File: src/rtl/puf_race_ctrl.sv
// ---------------------------------------------------------------------------
// puf_race_ctrl
//
// Sequencer for an arbiter PUF built from a chain of mux2x1 stages. A
// challenge word is latched onto the stage select lines. The race is then
// launched (optionally several times) and the arbiter decision is sampled
// through a 2-flop synchronizer. A single response bit is presented with a
// valid/ready handshake.
//
// Build option:
//   MAJORITY_VOTE_EN  defined   -> N_VOTES races per challenge, resp is the
//                                  strict majority of the sampled decisions
//                     undefined -> one race per challenge, resp is that
//                                  single sample
//
// Parameters:
//   N_STAGES       number of mux stages / challenge bits
//   SETTLE_CYCLES  length in clocks of each setup, launch and relax phase (>= 3)
//   N_VOTES        races per challenge when voting is compiled in
//
// Ports:
//   clk         sole clock, rising edge
//   rst         asynchronous active-high reset
//   chal_in     challenge word
//   chal_valid  chal_in is valid
//   chal_ready  block can accept a challenge (IDLE only)
//   sel         stage select lines, bit i drives stage i
//   launch      race edge injected into both chain inputs
//   arb_in      asynchronous arbiter decision
//   resp        response bit
//   resp_valid  resp is valid (DONE)
//   resp_ready  consumer accepts resp
//   busy        high in every state except IDLE
// ---------------------------------------------------------------------------
module puf_race_ctrl #(
    parameter int N_STAGES      = 32,
    parameter int SETTLE_CYCLES = 4,
    parameter int N_VOTES       = 5
) (
    input  logic                clk,
    input  logic                rst,
    input  logic [N_STAGES-1:0] chal_in,
    input  logic                chal_valid,
    output logic                chal_ready,
    output logic [N_STAGES-1:0] sel,
    output logic                launch,
    input  logic                arb_in,
    output logic                resp,
    output logic                resp_valid,
    input  logic                resp_ready,
    output logic                busy
);

    localparam logic [2:0] ST_IDLE   = 3'd0;
    localparam logic [2:0] ST_SETUP  = 3'd1;
    localparam logic [2:0] ST_LAUNCH = 3'd2;
    localparam logic [2:0] ST_RELAX  = 3'd3;
    localparam logic [2:0] ST_DONE   = 3'd4;

`ifdef MAJORITY_VOTE_EN
    localparam int VOTES = N_VOTES;
`else
    localparam int VOTES = 1;
`endif

    localparam int CNT_W = $clog2(N_VOTES + 1);
    localparam int PH_W  = $clog2(SETTLE_CYCLES);

    logic [2:0]       state;
    logic [2:0]       state_next;
    logic [PH_W-1:0]  phase_cnt;
    logic [CNT_W-1:0] vote_cnt;
    logic             arb_meta;
    logic             arb_sync;
    logic             phase_last;
    logic             timed_state;
    logic             take;
    logic             sample_now;
    logic             vote_result;

`ifdef MAJORITY_VOTE_EN
    logic [CNT_W-1:0] ones_cnt;
    assign vote_result = (ones_cnt > CNT_W'(VOTES / 2));
`else
    logic             vote_bit;
    assign vote_result = vote_bit;
`endif

    assign phase_last  = (phase_cnt == PH_W'(SETTLE_CYCLES - 1));
    assign timed_state = (state == ST_SETUP) || (state == ST_LAUNCH) || (state == ST_RELAX);
    assign take        = (state == ST_IDLE) && chal_valid && chal_ready;
    assign sample_now  = (state == ST_LAUNCH) && phase_last;

    // Decoded straight from the state register so that an asynchronous
    // reset removes the race edge and the valid flag without waiting for a clock.
    assign launch     = (state == ST_LAUNCH);
    assign resp_valid = (state == ST_DONE);
    assign busy       = (state != ST_IDLE);

    // Each timed phase lasts SETTLE_CYCLES clocks; RELAX either re-launches
    // for another vote or finishes once every vote has been taken.
    always_comb begin
        state_next = state;
        case (state)
            ST_IDLE:   if (take) state_next = ST_SETUP;
            ST_SETUP:  if (phase_last) state_next = ST_LAUNCH;
            ST_LAUNCH: if (phase_last) state_next = ST_RELAX;
            ST_RELAX:  if (phase_last) state_next = (vote_cnt < CNT_W'(VOTES)) ? ST_LAUNCH : ST_DONE;
            ST_DONE:   if (resp_ready) state_next = ST_IDLE;
            default:   state_next = ST_IDLE;
        endcase
    end

    // chal_ready is registered from the next state. It therefore stays low
    // while reset is held, rises on the first edge after release, and is
    // still low on the edge where DONE hands back to IDLE.
    always_ff @(posedge clk or posedge rst) begin
        if (rst) begin
            state      <= ST_IDLE;
            phase_cnt  <= '0;
            sel        <= '0;
            chal_ready <= 1'b0;
            resp       <= 1'b0;
            vote_cnt   <= '0;
            arb_meta   <= 1'b0;
            arb_sync   <= 1'b0;
`ifdef MAJORITY_VOTE_EN
            ones_cnt   <= '0;
`else
            vote_bit   <= 1'b0;
`endif
        end else begin
            arb_meta   <= arb_in;
            arb_sync   <= arb_meta;
            state      <= state_next;
            chal_ready <= (state_next == ST_IDLE);

            if (timed_state && (state_next == state)) begin
                phase_cnt <= phase_cnt + PH_W'(1);
            end else begin
                phase_cnt <= '0;
            end

            if (take) begin
                sel      <= chal_in;
                vote_cnt <= '0;
                resp     <= 1'b0;
`ifdef MAJORITY_VOTE_EN
                ones_cnt <= '0;
`endif
            end

            // The arbiter has had the whole launch phase to settle, so the
            // decision is taken on the final launch cycle.
            if (sample_now) begin
                vote_cnt <= vote_cnt + CNT_W'(1);
`ifdef MAJORITY_VOTE_EN
                ones_cnt <= ones_cnt + CNT_W'(arb_sync);
`else
                vote_bit <= arb_sync;
`endif
            end

            if ((state == ST_RELAX) && (state_next == ST_DONE)) begin
                resp <= vote_result;
            end
        end
    end

endmodule

File: config.mk
export PLATFORM = sky130hd
export DESIGN_NAME = puf_race_ctrl
export DESIGN_NICKNAME = d
export VERILOG_FILES = /design/src/rtl/puf_race_ctrl.sv
export SDC_FILE = /design/constraint.sdc
export NUM_CORES = 1
export LEC_CHECK = 0
export ABC_CLOCK_PERIOD_IN_PS = 3700
export BUFFER_PORTS_ARGS = -buffer_cell sky130_fd_sc_hd__buf_4
export CAP_MARGIN = 30
export CORE_MARGIN = 5
export CORE_UTILIZATION = 50
export CTS_BUF_LIST = sky130_fd_sc_hd__clkbuf_8
export CTS_CLUSTER_DIAMETER = 50
export DETAILED_ROUTE_END_ITERATION = 12
export GPL_TIMING_DRIVEN = 0
export MAX_ROUTING_LAYER = met4
export PLACE_DENSITY = 0.8
export SKIP_CTS_REPAIR_TIMING = 1
export SLEW_MARGIN = 25
export SYNTH_ARGS = -nofsm -noshare
export SYNTH_HDL_FRONTEND = slang
export SYNTH_SLANG_ARGS = --single-unit
File: constraint.sdc
create_clock -name clk -period 3.7 [get_ports clk]
set_input_delay 0 -clock clk [delete_from_list [all_inputs] [get_ports clk]]
set_output_delay 0 -clock clk [all_outputs]
set_load 0.01 [all_outputs]
# After elaboration in Yosys (flattened, before gate mapping)
# Index checks and enable logic that the tools add are counted.
totals:
  ff_bits: 45
  latch_bits: 0
  ramBits: 0
  romBits: 0
  input_bits: 37
  out_inout_bits: 37
  word_cells: 43
  memories: 0
classes:
  n_addsub: 2
  n_mul: 0
  div_mod_pow: 0
  order_cmp: 1
  eq_ne: 7
  shifts: 0
  n_mux: 12
  bitwise: 0
  n_reduce_logical: 12
ops:
  columns: ["cell", "count"]
  rows:
  - ["2-to-1 mux 3 bit", 8]
  - ["case mux 3 bit (5 select lines)", 1]
  - ["equality test 3 x 2 -> 1 bit (second input constant)", 2]
  - ["equality test 3 bit (second input constant)", 2]
  - ["logical NOT 3 bit", 2]
  - ["logical AND 1 bit", 5]
  - ["nonzero test 2 bit", 2]
  - ["adder 3 x 1 -> 3 bit (second input constant)", 1]
  - ["equality test 3 x 1 -> 1 bit (second input constant)", 1]
  - ["equality test 3 bit", 1]
  - ["less-than comparator 3 x 1 -> 1 bit (second input constant)", 1]
  - ["nonzero test 3 bit", 1]
  - ["adder 2 x 1 -> 2 bit (second input constant)", 1]
  - ["equality test 2 bit (second input constant)", 1]
  - ["logical OR 1 bit", 2]
  - ["2-to-1 mux 1 bit", 2]
  - ["2-to-1 mux 2 bit", 1]

# Depth between registers and ports, before layout
# Gate-level depths: netlist of run 1.
depth:
  depth_word: 8
  mapped_depth: 6
  ltp_nobuf: 4

# Worst setup path after synthesis of run 1
# Ideal clock, no wire load.
synth_path:
  path_type: "register -> register"
  from: "register state[1]"
  to: "register sel[10]"
  setup_time_ns: 0.125
  arrival_ns: 1.616
  required_time_ns: 3.575
  slack_ns: 1.959
  path_stages_with_launch: 7
  n_path_buf: 3
  synth_period_minus_slack_ns: 1.741
  cell_sequence: "dfrtp_1 > buf_6 > or3_4 > buf_6 > nor2_8 > buf_12 > mux2_4"
synth_via:
  elab_chain_len: 3
synth_rtl:
  columns: ["element", "line_no", "rtl"]
  rows:
  - ["start: declaration", "69", "logic [2:0] state;"]
  - ["start signal: assignment", "135", "state <= state_next;"]
  - ["logical NOT 3 bit", "91", "assign take = (state == ST_IDLE) && chal_valid && chal_ready;"]
  - ["logical AND 1 bit (2 in a row)", "91", null]
  - ["end signal: assignment", "145", "sel <= chal_in;"]
  - ["end: declaration", "45", "output logic [N_STAGES-1:0] sel,"]
# No other way between the ends.
# A chain may end at the register's enable or synchronous reset.

# Worst setup path after layout of run 1
layout_path:
  from: "register state[1]"
  to: "register sel[14]"
# Same word-level chain as after synthesis.

==> impl_metrics.env, run 1 <==
export IMPL_place_hpwl_um=3197
export IMPL_crit_type="reg -> reg"
export IMPL_wl_per_cell_um=19.22
export IMPL_h_tree_depth=2
export IMPL_overflow=0
export IMPL_worst_pin_slew_ns=0.3981
export IMPL_hold_path_class="in -> async"
export IMPL_startpoint="state[1]$_DFF_PP0_"
export IMPL_grt_max_degree=30
export IMPL_setup_viol=0
export IMPL_synth_simple_gate_area_frac=0.06361
export IMPL_core_area_um2=3744
export IMPL_wl_met2_um=3057
export IMPL_dr_pass1_iters=4
export IMPL_finalSetupTns_ns=0
export IMPL_nFillCells=220
export IMPL_synth_avg_cell_area_um2=15.99
export IMPL_clock_skew_ns=0.01305
export IMPL_dieWidth_um=72.72
export IMPL_worst_r2r_cell_count=6
export IMPL_rr_startpoint="state[1]$_DFF_PP0_"
export IMPL_drv_slew=0
export IMPL_min_period_ns=1.832
export IMPL_nNetsFinal=278
export IMPL_clk_latency_ns=0.29
export IMPL_status="finished clean"
export IMPL_grt_pass1_vias=1426
export IMPL_drc=0
export IMPL_setup_worst_path_end_class="register"
export IMPL_path_clk_slew_ns=0.09
export IMPL_cts_tree="yes"
export IMPL_place_area_um2=2595
export IMPL_port_buffers=73
export IMPL_period_share=0.4953
export IMPL_relSlewSlack=0.7342
export IMPL_cts_buffers=5
export IMPL_synth_top_area_share=0.5725
export IMPL_cts_root_buf="clkbuf_8"
export IMPL_synth_nets=162
export IMPL_synth_top_family_by_area="multiplexers"
export IMPL_ios=74
export IMPL_drt_total_wl_um=5535
export IMPL_clock_tree_buffer_depth=2
export IMPL_synth_cell_area_um2=1967
export IMPL_first_iter_violations=87
export IMPL_track_usage=0.1746
export IMPL_synth_edf_count=0
export IMPL_arrival_ns=2.01
export IMPL_drt_met1_wl_um=2156
export IMPL_cap_violations=0
export IMPL_setup_worst_path_start_class="register"
export IMPL_timing_fmax_ghz=0.5457
export IMPL_die_area_um2=5288
export IMPL_synth_ff_type="dfrtp_1"
export IMPL_finalHoldViolCount=0
export IMPL_rsz0062_at_grt="false"
export IMPL_ys_seq_area_frac=0.5725
export IMPL_synthTopCellsByCount="45 x dfrtp_1, 30 x mux2_4, 4 x a21oi_1, 4 x nand2_1, 4 x o21ai_0"
export IMPL_rows=22
export IMPL_start_util=0.5254
export IMPL_synthArstFlopShare=1.000
export IMPL_synth_area_leader_cell="dfrtp_1"
export IMPL_synth_fa_ha_area_frac=0.01272
export IMPL_synth_xor_area_share=0
export IMPL_design_area_um2=3033
export IMPL_gp_congestion=0.8152
export IMPL_power_per_cell_area_nw_per_um2=718.4
export IMPL_synth_warnings=0
export IMPL_route_met3_wl_um=237
export IMPL_grt_pass1_wl_um=6810
export IMPL_vias=1482
export IMPL_diodes=0
export IMPL_routed_top_layer="met4"
export IMPL_power_leakage_nw=1.490
export IMPL_path_max_fanout=10
export IMPL_synth_area_leaders="dfrtp_1 57%, mux2_4 23%, buf_12 3.1%, mux2_2 1.7%, ha_1 1.3%"
export IMPL_antenna_left=0
export IMPL_required_ns=3.88
export IMPL_synth_most_common_cell="dfrtp_1"
export IMPL_ir_drop_uv=421.9
export IMPL_drive_above_1_share=0.5208
export IMPL_antenna_found_initial=0
export IMPL_fin_cells=288
export IMPL_ys_types=29
export IMPL_cts_sinks=45
export IMPL_viasPerCell=5.146
export IMPL_synth_seq_cells=45
export IMPL_area_growth_pct=54.20
export IMPL_placedCellCount=245
export IMPL_die_y_um=72.72
export IMPL_synth_compound_area_share=0.04453
export IMPL_synthMuxAreaShare=0.2513
export IMPL_syn_inst=123
==> final cells by class <==
cell class / count / area [um^2] / area share
flip-flops and latches: 45 / 1126 / 0.3713
repair buffers: 109 / 918.4 / 0.3028
multi-input cells: 67 / 732.0 / 0.2413
plain buffers: 8 / 97.59 / 0.03218
clock buffers: 5 / 68.82 / 0.02269
well taps: 48 / 60.06 / 0.01980
clock inverters: 3 / 18.77 / 0.006188
inverters: 3 / 11.26 / 0.003713
==> power breakdown <==
group	internal [W]	leakage, nW	switching, W
clock network	0.000130	0.0416	0.000166
logic	0.000611	0.893	0.000402
registers	0.000715	0.555	0.000154
total	0.00146	1.49	0.000723
==> cells in the final DEF (no fill, tap or decap), drive strengths merged <==
cell          n
mux2         33
nand2         4
nor3b         1
mux2i         1
buf          80
nand3b        1
dlygate4sd3  35
o211ai        3
nor4b         1
nor4          1
nor2          2
o21a          1
o21ai         4
nand3         1
ha            2
dfrtp        45
nor3          1
o311a         1
or3           1
a211oi        1
clkinvlp      2
or3b          2
nand4bb       1
inv           4
and2          1
clkbuf        7
a21oi         4
==> kinds of logic (layout without fill, tap and decap cells) <==
kind of cell,count (synthesis),count (layout)
compound gates,14,14
mux,34,34
flops,45,45
fa+ha+maj,2,2
buf+inv,11,128
simple gates,17,17
==> registers in the layout, indices dropped and copies added (netlist names) <==
signal and flops:
sel 32, state 3, vote_cnt 3, phase_cnt 2
arb_meta 1, arb_sync 1, chal_ready 1, resp 1
vote_bit 1
==> worst paths after layout <==
kind / to / slack, ns
max: sel[14]$_DFFE_PP0P_ / 1.87
max reg2reg: sel[14]$_DFFE_PP0P_ / 1.87
max in group asynchronous: sel[8]$_DFFE_PP0P_ / 2.94
min in group clk: chal_ready$_DFF_PP0_ / 0.30
min: sel[21]$_DFFE_PP0P_ / 0.27
min reg2reg: arb_sync$_DFF_PP0_ / 0.38
==> worst max-delay path, cell delays in order (launching register included) <==
cell and delay (ns):
dfrtp_1 0.38, buf_6 0.14, or3_4 0.38, buf_6 0.15
nor2_8 0.18, buf_12 0.18, mux2_4 0.30
==> metrics by stage <==
step | util | total power (W) | hold WS, ns | worst slack [ns]
finish | 0.8102 | 0.002179 | 0.2674 | 1.868
global route | 0.8102 | 0.002294 | 0.2996 | 1.814
CTS | 0.7166 | 0.002125 | -0.3212 | 1.872
detailed placement | 0.6932 | 0.001819 | 0.009996 | 1.886
global placement | 0.6878 | 0.001765 | 0.1101 | 1.917
floorplan | - | 0.001383 | 0.03143 | 1.959
==> metal layers <==
layer	vias up	track usage
li1	664	-
met1	758	0.2130
met2	52	0.2695
met3	8	0.04821
met4	0	0.07992
met5	-	-
Power figures use the tool's default switching activity.
==> run 2: changes to the inputs <==
ABC_CLOCK_PERIOD_IN_PS = 1700   (was 3700)
clock period = 1.7 ns   (was 3.7 ns; I/O delays follow)
==> impl_metrics.env, run 2 (same netlist as run 1, synthesis figures left out) <==
export IMPL_cts_sinks=45
export IMPL_place_hpwl_um=3170
export IMPL_diodes=0
export IMPL_h_tree_depth=2
export IMPL_antenna_left=0
export IMPL_relSlewSlack=0.6719
export IMPL_timing_fmax_ghz=0.5738
export IMPL_finalSetupTns_ns=-0.9053
export IMPL_die_y_um=72.72
export IMPL_power_switching_w=0.001571
export IMPL_start_util=0.5254
export IMPL_swShare=0.3285
export IMPL_port_buffers=73
export IMPL_ios=74
export IMPL_power_per_cell_area_nw_per_um2=1544
export IMPL_setup_worst_path_end_class="register"
export IMPL_rsz0062_at_grt="true"
export IMPL_drc=0
export IMPL_largest_register_ffs=32
export IMPL_nFillCells=204
export IMPL_rr_startpoint="state[0]$_DFF_PP0_"
export IMPL_placedCellCount=245
export IMPL_cts_buffers=5
export IMPL_final_common_cell="buf_4"
export IMPL_setup_worst_path_start_class="register"
export IMPL_rows=22
export IMPL_final_core_util=0.8272
export IMPL_path_max_fanout=6
export IMPL_crit_type="reg -> reg"
export IMPL_multi_input_area_um2=734.5
export IMPL_dieWidth_um=72.72
export IMPL_rr_endpoint="sel[25]$_DFFE_PP0P_"
export IMPL_r2r_slack_ns=-0.04
export IMPL_seq_area_um2=1126
export IMPL_min_period_ns=1.743
export IMPL_status="finished, violations left"
export IMPL_track_usage=0.1784
export IMPL_period_share=1.025
export IMPL_hold_path_class="in -> async"
export IMPL_power_frac_seq=0.395
export IMPL_grt_pass1_vias=1421
export IMPL_power_leakage_nw=1.524
export IMPL_overflow=0
export IMPL_top_register="sel"
export IMPL_clk_latency_ns=0.30
export IMPL_worst_pin_slew_ns=0.4914
export IMPL_grt_pass1_wl_um=6913
export IMPL_clock_tree_buffer_depth=2
export IMPL_die_area_um2=5288
export IMPL_fin_hold_ws_ns=0.2853
export IMPL_worst_r2r_cell_count=5
export IMPL_viasPerCell=5.003
export IMPL_gp_congestion=0.7795
export IMPL_drive_above_1_share=0.5388
export IMPL_nNetsFinal=283
export IMPL_wl_per_cell_um=18.01
export IMPL_required_ns=1.89
export IMPL_cts_root_buf="clkbuf_8"
export IMPL_antenna_found_initial=0
export IMPL_fin_ws_ns=-0.04269
export IMPL_setup_viol=32
export IMPL_clock_power_share=0.136
export IMPL_core_area_um2=3744
export IMPL_final_cell_mix="78 x buf_4, 45 x dfrtp_1, 35 x dlygate4sd3_1"
export IMPL_first_iter_violations=55
export IMPL_p_int_w=0.003211
export IMPL_path_clk_slew_ns=0.09
export IMPL_vias=1466
export IMPL_fin_cells=293
export IMPL_finalHoldViolCount=0
export IMPL_grt_max_degree=26
export IMPL_drv_slew=0
export IMPL_arrival_ns=1.93
export IMPL_place_ws_ns=-0.07709
export IMPL_area_growth_pct=57.44
export IMPL_clock_skew_ns=0.007022
export IMPL_drt_total_wl_um=5277
export IMPL_top_regs="sel (32), state (3), vote_cnt (3)"
export IMPL_violations="setup timing"
export IMPL_ir_drop_uv=997.7
export IMPL_dr_pass1_iters=4
export IMPL_cts_tree="yes"
export IMPL_cap_violations=0
export IMPL_combPwrFrac=0.469
-- run 2: layout make-up --
type	count	area share
sequential	45	0.3636
timing repair buffer	115	0.3192
multi-input combinational	67	0.2372
buffer	7	0.02909
clock buffer	5	0.02222
tap	48	0.01939
clock inverter	3	0.005657
inverter	3	0.003636
-- run 2: layer usage --
layer,vias up,track usage,share of wire
met1,714,0.2120,0.40
met5,-,-,0
met3,13,0.04959,0.060
met4,0,0.07992,0.026
met2,61,0.2826,0.51
li1,678,-,-
-- run 2: power by group through the flow --
stage,Combinational (W),Sequential (W),Clock [W]
after floorplan,0.00102,0.00200,0
after global placement,0.00202,0.00183,0
after detailed placement,0.00209,0.00186,0
after CTS,0.00210,0.00186,0.000663
after global routing,0.00239,0.00195,0.000701
final,0.00224,0.00189,0.000649
-- run 2: worst max path at each step --
stage	from	end	slack [ns]
2_1_floorplan	state[0]$_DFF_PP0_	sel[10]$_DFFE_PP0P_	0.003
3_3_place_gp	state[0]$_DFF_PP0_	sel[24]$_DFFE_PP0P_	-0.05
3_5_place_dp	state[0]$_DFF_PP0_	sel[2]$_DFFE_PP0P_	-0.08
4_1_cts	state[0]$_DFF_PP0_	sel[2]$_DFFE_PP0P_	-0.1
5_1_grt	state[0]$_DFF_PP0_	sel[17]$_DFFE_PP0P_	-0.08
6_report	state[0]$_DFF_PP0_	sel[25]$_DFFE_PP0P_	-0.04
-- run 2: stage by stage --
stage / total power, W / area (um^2)
2_1_floorplan: 0.003020 / 1971
3_3_place_gp: 0.003856 / 2579
3_5_place_dp: 0.003957 / 2606
4_1_cts: 0.004626 / 2693
5_1_grt: 0.005035 / 3097
6_report: 0.004782 / 3097
-- run 2: critical path, stage by stage, from the launching register on --
cell and delay [ns]:
dfrtp_1 0.38, buf_6 0.12, or3_4 0.42, nor2_8 0.22
clkbuf_16 0.20, mux2_4 0.30
